`config.mk`:
```
export PLATFORM = sky130hd
export DESIGN_NAME = gray_mem_arb
export DESIGN_NICKNAME = d
export VERILOG_FILES = /design/src/rtl/gray_mem_arb_pkg.sv /design/src/rtl/gray_mem_arb_rd_tag_pipe.sv /design/src/rtl/gray_mem_arb.sv
export SDC_FILE = /design/constraint.sdc
export NUM_CORES = 1
export LEC_CHECK = 0
export ABC_CLOCK_PERIOD_IN_PS = 2700
export CORE_MARGIN = 10
export CORE_UTILIZATION = 36
export DETAILED_ROUTE_END_ITERATION = 10
export HOLD_SLACK_MARGIN = 0.05
export PLACE_DENSITY = 0.8
export SLEW_MARGIN = 20
export SYNTH_ARGS = -nofsm -noshare
export SYNTH_HDL_FRONTEND = slang
export SYNTH_SLANG_ARGS = --single-unit
```
`constraint.sdc`:
```
create_clock -name clk -period 2.7 [get_ports clk]
set_clock_uncertainty 0.2 [all_clocks]
set_input_delay 0.27 -clock clk [delete_from_list [all_inputs] [get_ports clk]]
set_output_delay 0.27 -clock clk [all_outputs]
set_load 0.05 [all_outputs]
```
`src/rtl/gray_mem_arb_pkg.sv`:
```
// Shared definitions for the gray image memory arbiter and its sibling controllers.
// Holds the owner FSM encoding, the image geometry and the default bus widths.
package gray_mem_arb_pkg;

   typedef enum logic [1:0] {
      IDLE = 2'd0,
      OWN0 = 2'd1,
      OWN1 = 2'd2
   } arb_state_t;

   localparam int IMG_W   = 128;
   localparam int IMG_PIX = IMG_W * IMG_W;
   localparam int DEF_AW  = 14;
   localparam int DEF_DW  = 8;

endpackage

```
`src/rtl/gray_mem_arb_rd_tag_pipe.sv`:
```
// Fixed-latency tag pipe: remembers which port issued each memory read so the
// returning data can be steered back to it after DEPTH cycles.
module rd_tag_pipe #(
   parameter int DEPTH = 1
) (
   input  logic clk,
   input  logic reset,
   input  logic in_valid,
   input  logic in_port,
   output logic out_valid,
   output logic out_port
);

   logic [DEPTH-1:0] valid_q;
   logic [DEPTH-1:0] port_q;

   // Reset clears every stage so reads issued before reset never return.
   always_ff @(posedge clk or posedge reset) begin
      if (reset) begin
         valid_q <= '0;
         port_q  <= '0;
      end else begin
         valid_q[0] <= in_valid;
         port_q[0]  <= in_port;
         for (int i = 1; i < DEPTH; i++) begin
            valid_q[i] <= valid_q[i-1];
            port_q[i]  <= port_q[i-1];
         end
      end
   end

   assign out_valid = valid_q[DEPTH-1];
   assign out_port  = port_q[DEPTH-1];

endmodule

```
`src/rtl/gray_mem_arb.sv`:
```
// Two-port read arbiter in front of the gray image memory. Keeps the current
// owner for up to MAX_BURST grants and returns data MEM_LAT+1 cycles after grant.
module gray_mem_arb
   import gray_mem_arb_pkg::*;
#(
   parameter int AW        = DEF_AW,
   parameter int DW        = DEF_DW,
   parameter int MEM_LAT   = 1,
   parameter int MAX_BURST = 9
) (
   input  logic          clk,
   input  logic          reset,
   input  logic          req0,
   input  logic [AW-1:0] addr0,
   input  logic          req1,
   input  logic [AW-1:0] addr1,
   output logic          gnt0,
   output logic          gnt1,
   output logic          rvalid0,
   output logic [DW-1:0] rdata0,
   output logic          rvalid1,
   output logic [DW-1:0] rdata1,
   output logic          mem_en,
   output logic [AW-1:0] mem_addr,
   input  logic [DW-1:0] mem_rdata
);

   localparam int CW = $clog2(MAX_BURST + 1);
   localparam logic [CW-1:0] MAX_C = CW'(MAX_BURST);
   localparam logic [CW-1:0] ONE_C = CW'(1);

   arb_state_t    state, state_n;
   logic [CW-1:0] cnt, cnt_n;
   logic          last;
   logic          tag_valid, tag_port;

   always_ff @(posedge clk or posedge reset) begin
      if (reset) begin
         state <= IDLE;
         cnt   <= '0;
         last  <= 1'b1;
      end else begin
         state <= state_n;
         cnt   <= cnt_n;
         if (gnt0)
            last <= 1'b0;
         else if (gnt1)
            last <= 1'b1;
      end
   end

   // The owner keeps the port until its burst saturates while the other side waits.
   always_comb begin
      state_n = state;
      cnt_n   = cnt;
      gnt0    = 1'b0;
      gnt1    = 1'b0;
      case (state)
         IDLE: begin
            if ((req0 && req1 && last) || (req0 && !req1)) begin
               gnt0    = 1'b1;
               state_n = OWN0;
               cnt_n   = ONE_C;
            end else if (req1) begin
               gnt1    = 1'b1;
               state_n = OWN1;
               cnt_n   = ONE_C;
            end
         end
         OWN0: begin
            if (req0 && (cnt < MAX_C || !req1)) begin
               gnt0  = 1'b1;
               cnt_n = (cnt < MAX_C) ? cnt + ONE_C : MAX_C;
            end else if (req1) begin
               gnt1    = 1'b1;
               state_n = OWN1;
               cnt_n   = ONE_C;
            end else begin
               state_n = IDLE;
               cnt_n   = '0;
            end
         end
         OWN1: begin
            if (req1 && (cnt < MAX_C || !req0)) begin
               gnt1  = 1'b1;
               cnt_n = (cnt < MAX_C) ? cnt + ONE_C : MAX_C;
            end else if (req0) begin
               gnt0    = 1'b1;
               state_n = OWN0;
               cnt_n   = ONE_C;
            end else begin
               state_n = IDLE;
               cnt_n   = '0;
            end
         end
         default: begin
            state_n = IDLE;
            cnt_n   = '0;
         end
      endcase
   end

   always_comb begin
      mem_addr = '0;
      if (gnt0)
         mem_addr = addr0;
      else if (gnt1)
         mem_addr = addr1;
   end

   assign mem_en = gnt0 | gnt1;

   rd_tag_pipe #(
      .DEPTH(MEM_LAT)
   ) u_tag_pipe (
      .clk      (clk),
      .reset    (reset),
      .in_valid (mem_en),
      .in_port  (gnt1),
      .out_valid(tag_valid),
      .out_port (tag_port)
   );

   // The exiting tag coincides with valid memory data; register it to both ports.
   always_ff @(posedge clk or posedge reset) begin
      if (reset) begin
         rvalid0 <= 1'b0;
         rvalid1 <= 1'b0;
         rdata0  <= '0;
         rdata1  <= '0;
      end else begin
         rvalid0 <= tag_valid & ~tag_port;
         rvalid1 <= tag_valid & tag_port;
         if (tag_valid) begin
            rdata0 <= mem_rdata;
            rdata1 <= mem_rdata;
         end
      end
   end

endmodule

```
**After elaboration in Yosys (flattened, before gate mapping)**

Index checks and enable logic that the tools add are counted.

- Output and inout bits: 35
- Word-level logic and storage cells: 61
- Memories kept: 0
- Latch bits: 0
- Flip-flop bits (word level): 19
- Bits of input ports: 40
- Memory bits (writable): 0
- ROM bits: 0

- Eq/ne operators: 5
- $mul: 0
- Muxes and demuxes: 29
- $add $sub $neg: 1
- Shifts and indexed selects: 0
- Bitwise operators: 4
- Order comparisons: 1
- Divide/modulo/power cells: 0
- Reductions and logical operators: 13

Operator list:

| kind | count |
|---|---|
| 14-bit two-way mux | 2 |
| 4-bit two-way mux | 5 |
| 1-bit two-way mux | 13 |
| 4-bit one-hot mux with 3 select lines | 1 |
| 2-bit two-way mux | 5 |
| 1-bit one-hot mux with 3 select lines | 2 |
| 2-bit one-hot mux with 3 select lines | 1 |
| 1-bit logical AND | 5 |
| 4-bit by 1-bit adder with 4-bit output (second input constant) | 1 |
| 4-bit less-than comparator (second input constant) | 1 |
| 2-bit != test (second input constant) | 2 |
| 1-bit logical OR | 3 |
| 3-bit != test (second input constant) | 1 |
| 3-bit AND reduction | 1 |
| 1-bit AND | 2 |
| 2-bit by 1-bit == test with 1-bit output (second input constant) | 1 |
| 2-bit == test (second input constant) | 1 |
| 1-bit zero test | 2 |
| 2-bit zero test | 1 |
| 2-bit nonzero test | 1 |
| 1-bit inverter | 1 |
| 1-bit bitwise OR | 1 |

**Longest topological paths before layout**

- Depth in word-level cells: 7
- Depth in mapped cells: 8
- Mapped depth without buffers: 6

**Modules after synthesis**

From an unflattened synthesis, not the netlist that was laid out.

- Cells, all modules: 109
- Area, all modules: 1153.6 um2

Modules (own cells, without submodules):

| module | seq. area each (um2) | cells each | area each (um2) | times used |
|---|---|---|---|---|
| gray_mem_arb | 426.7 | 106 | 1099.8 | 1 |
| rd_tag_pipe | 50.0 | 3 | 53.8 | 1 |

**Least setup slack after synthesis**

OpenSTA, ideal clock, no wires.

- Kind: flip-flop to output port
- From: register cnt[0]
- To: output gnt0
- Stages on the path, launching flop included: 6
- Slack: 0.039 ns
- Required time: 2.230 ns
- Arrival time: 2.191 ns
- Buffers on the path: 0
- Cell sequence: dfrtp_1 inv_1 ha_1 nand2b_4 a31o_4 a211oi_1

- Word-level cells in the longest chain between the ends: 5
- Elaborated cells between the ends (all ways): 8
- Classes of those cells: order compare: 1; mux: 3; reduce/logical: 4

Ends and longest elaborated chain:

| item | RTL line | RTL |
|---|---|---|
| from (decl) | gray_mem_arb.sv:33 | `logic [CW-1:0] cnt, cnt_n;` |
| from (signal assigned) | gray_mem_arb.sv:44 | `cnt <= cnt_n;` |
| 4-bit less-than comparator * | gray_mem_arb.sv:71, gray_mem_arb.sv:84 |  |
| 1-bit logical OR (on tied branches) | gray_mem_arb.sv:84, gray_mem_arb.sv:71 |  |
| 1-bit logical AND (on tied branches) | gray_mem_arb.sv:84, gray_mem_arb.sv:71 |  |
| 1-bit two-way mux (on tied branches) | gray_mem_arb.sv:84, gray_mem_arb.sv:71 |  |
| 1-bit one-hot mux with 3 select lines * | gray_mem_arb.sv:58 | `case (state)` |
| to (decl) | gray_mem_arb.sv:17 | `output logic gnt0,` |

Mark *: on every way between the ends. The rest lies on a longest branch, timed or not.

**Final worst setup path**

- From: register cnt[1]
- To: output mem_addr[9]

- Word-level cells in the longest chain between the ends: 7
- Elaborated cells between the ends (all ways): 13
- Classes of those cells: order compare: 1; mux: 8; reduce/logical: 4

Ends and longest elaborated chain:

| item | RTL line | RTL |
|---|---|---|
| 4-bit less-than comparator * | gray_mem_arb.sv:71, gray_mem_arb.sv:84 |  |
| 1-bit logical OR (on tied branches) | gray_mem_arb.sv:84, gray_mem_arb.sv:71 |  |
| 1-bit logical AND (on tied branches) | gray_mem_arb.sv:84, gray_mem_arb.sv:71 |  |
| 1-bit two-way mux (on tied branches) | gray_mem_arb.sv:84, gray_mem_arb.sv:71 |  |
| 1-bit one-hot mux with 3 select lines | gray_mem_arb.sv:58 |  |
| 14-bit two-way mux | gray_mem_arb.sv:107 | `else if (gnt1)` |
| 14-bit two-way mux * | gray_mem_arb.sv:105 | `if (gnt0)` |
| to (decl) | gray_mem_arb.sv:24 | `output logic [AW-1:0] mem_addr,` |

Marked as above.

==> metrics.txt <==
number of routed nets with antenna violations=0; clock slew at reported path FFs=0.11 ns; worst-margin pin slew=0.711 ns; post-synthesis sequential area ratio=41.4%; first-pass GRT wire length=6040 um; area leader, netlist=dfrtp_1; DP HPWL=3250 um; initial DRC count=46; share of the synthesized area in the top cell type=39.1%; io pins=75; hold violation count in the final report=0; CTS tree=done; Final #Nets=218; VDD IR max=0.000272 V; Setup TNS Final=0 ns; largest net degree at the start of global routing=20; # diodes=0; post-layout min period=2.62 ns; worst r2r dst=u_tag_pipe.out_valid$_DFF_PP0_; Post-synth top cells=dfrtp_1, a22o_1, buf_4, nand2_1, mux2_2; number of max-cap violations=0; status=finished, final reports clean; count of input and output buffers=74; clk root buf=clkbuf_4; Wirelength per Cell=18.1 um; Post-synth EDFFs=0; Hold Path Class=primary input to async pin; Leak=0.916 nW; Via density=5.12; initial antenna violation count=0; gr ovfl total=0; post-place setup slack=0.109 ns; r2r setup slk=0.72 ns; CTS buffer count=3; Core Box Area=0.00305 mm^2; FF-to-FF Start=state[1]$_DFFE_PP0P_; GRT Total Usage=12.3%; Mapped Cells=104; setup ws final=0.0799 ns; Clk Latency, worst-skew pair=0.29 ns; # hold bufs at CTS=0; routed wire length=3970 um; max-slew violations=0; Vias=1121; vias in the first global route=1174; syn_nets=146; ys async rst share=100%; Power per Cell Area=733 mW/mm^2; Critical Path End Type=output pin; initial core utilization=37.7%; cell with the most instances after synthesis=dfrtp_1; Clock Path Buffers=2; FP Rows=20; CP Class=flop to output pin; RSZ-0062 raised after global routing=yes; CP Launch Type=flop; Chip Height=76.6 um; drt drc=0; Yosys cell types=35; Pre-Repair DR Iteration Count=4; Rel. slew slack=52.6%; Placer Congestion=0.801; fraction of layout cells with a size suffix above 1=28.6%; Worst EP required=2.23 ns; Cell Area, Synth=0.00115 mm^2; full die area=0.00586 mm^2; synthesized area per cell=11.1 um^2; Syn. warnings=0; synth top area cells=dfrtp_1, a22o_1, mux2_2; #FFs+latches synth=19; synth-to-layout area growth=86.6%; Final period util=97.0%; CTS sink count=19; Die Wd=76.6 um; # fillers=236; Synth Flop Type=dfrtp_1; H-tree depth=1; Final Setup Violations=0; Register-to-Register Path Depth=5; crit-path max FO=7; Peak Freq=382 MHz; crit path DAT=2.15 ns
power by group:
part | switching, W | internal (W)
combinational | 0.000570 | 0.000453
sequential | 0.0000679 | 0.000345
clock | 0.0000848 | 0.0000550
placed cells by master, fill, tap and decap left out, types with 2 or more instances in the layout:
cell | synthesis | final
inv_1 | 4 | 3
clkbuf_4 | 0 | 3
and2_1 | 2 | 2
a311o_1 | 2 | 2
nor2b_1 | 2 | 2
buf_12 | 0 | 17
dfrtp_2 | 0 | 2
nand3_1 | 2 | 2
a22o_1 | 14 | 12
and3b_1 | 2 | 2
o21ai_0 | 2 | 2
buf_4 | 10 | 5
a22o_4 | 0 | 2
nand2_1 | 9 | 9
buf_6 | 2 | 3
nor2_1 | 2 | 2
clkdlybuf4s50_1 | 0 | 57
a21oi_1 | 3 | 3
dfrtp_1 | 18 | 16
mux2_2 | 8 | 8
kinds of logic after synthesis:
kind of cell,after synthesis,synth area share (%)
simple gates,24,11.9
mux,8,7.82
fa+ha+maj,2,2.17
buf+inv,19,11.0
flops,19,41.4
compound gates,32,25.7
worst max-delay path, cell delays in order (launching register included):
cell and delay [ns]:
dfrtp_1 0.43, inv_1 0.11, ha_4 0.15, nand2b_4 0.08
a31o_4 0.26, a211oi_4 0.30, buf_6 0.17, a22o_1 0.20
buf_12 0.15
through the flow:
stage	cell area, um^2	hold WS (ns)	util (%)	std cells	total power, W
after global placement	2020	0.202	66.2	209	0.00137
final	2150	0.180	70.5	219	0.00158
after detailed placement	2020	0.227	66.2	209	0.00139
after CTS	2050	0.201	67.3	213	0.00154
after floorplan	1150	0.0204	-	104	0.00101
after global routing	2150	0.241	70.5	219	0.00164
final cells by class:
| class | instances | area, um^2 | share of cell area (%) |
|---|---|---|---|
| flip-flops and latches | 19 | 479 | 22.3 |
| inverters | 4 | 15.0 | 0.698 |
| well taps | 44 | 55.1 | 2.56 |
| clock inverters | 1 | 5.00 | 0.233 |
| multi-input cells | 66 | 592 | 27.5 |
| clock buffers | 3 | 22.5 | 1.05 |
| repair buffers | 82 | 982 | 45.7 |
registers in the layout, indices dropped and copies added, names as in the netlist:
signal and count:
rdata1 8, cnt 4, state 2, last 1, rvalid0 1, rvalid1 1, u_tag_pipe.out_port 1, u_tag_pipe.out_valid 1
timing repair:
item | CTS | global route
pin swaps | 0 | 4
resized for setup | 1 | 14
buffers inserted | 0 | 4
cloned | 0 | 2
endpoints found under the setup margin | 1 | 15
worst max-delay path by stage:
stage                       start          end  slack (ns)
3_5_place_dp                 req0  mem_addr[9]        0.11
6_report       cnt[1]$_DFFE_PP0P_  mem_addr[9]        0.08
4_1_cts        cnt[0]$_DFFE_PP0P_  mem_addr[9]      0.0009
3_3_place_gp                 req1       mem_en        0.18
2_1_floorplan  cnt[0]$_DFFE_PP0P_         gnt0        0.04
5_1_grt        cnt[1]$_DFFE_PP0P_  mem_addr[9]       -0.01
metal layers:
metal / wire length [um] / up-vias / share of wire (%) / track usage [%]
met4: 53 / 0 / 1.3 / 3.90
met1: 1440 / 530 / 36 / 12.3
met3: 384 / 4 / 9.7 / 4.36
li1: - / 522 / - / -
met2: 2090 / 65 / 53 / 23.1
met5: 0 / - / 0 / 0
Note: power is estimated with default switching activity, not from simulation.
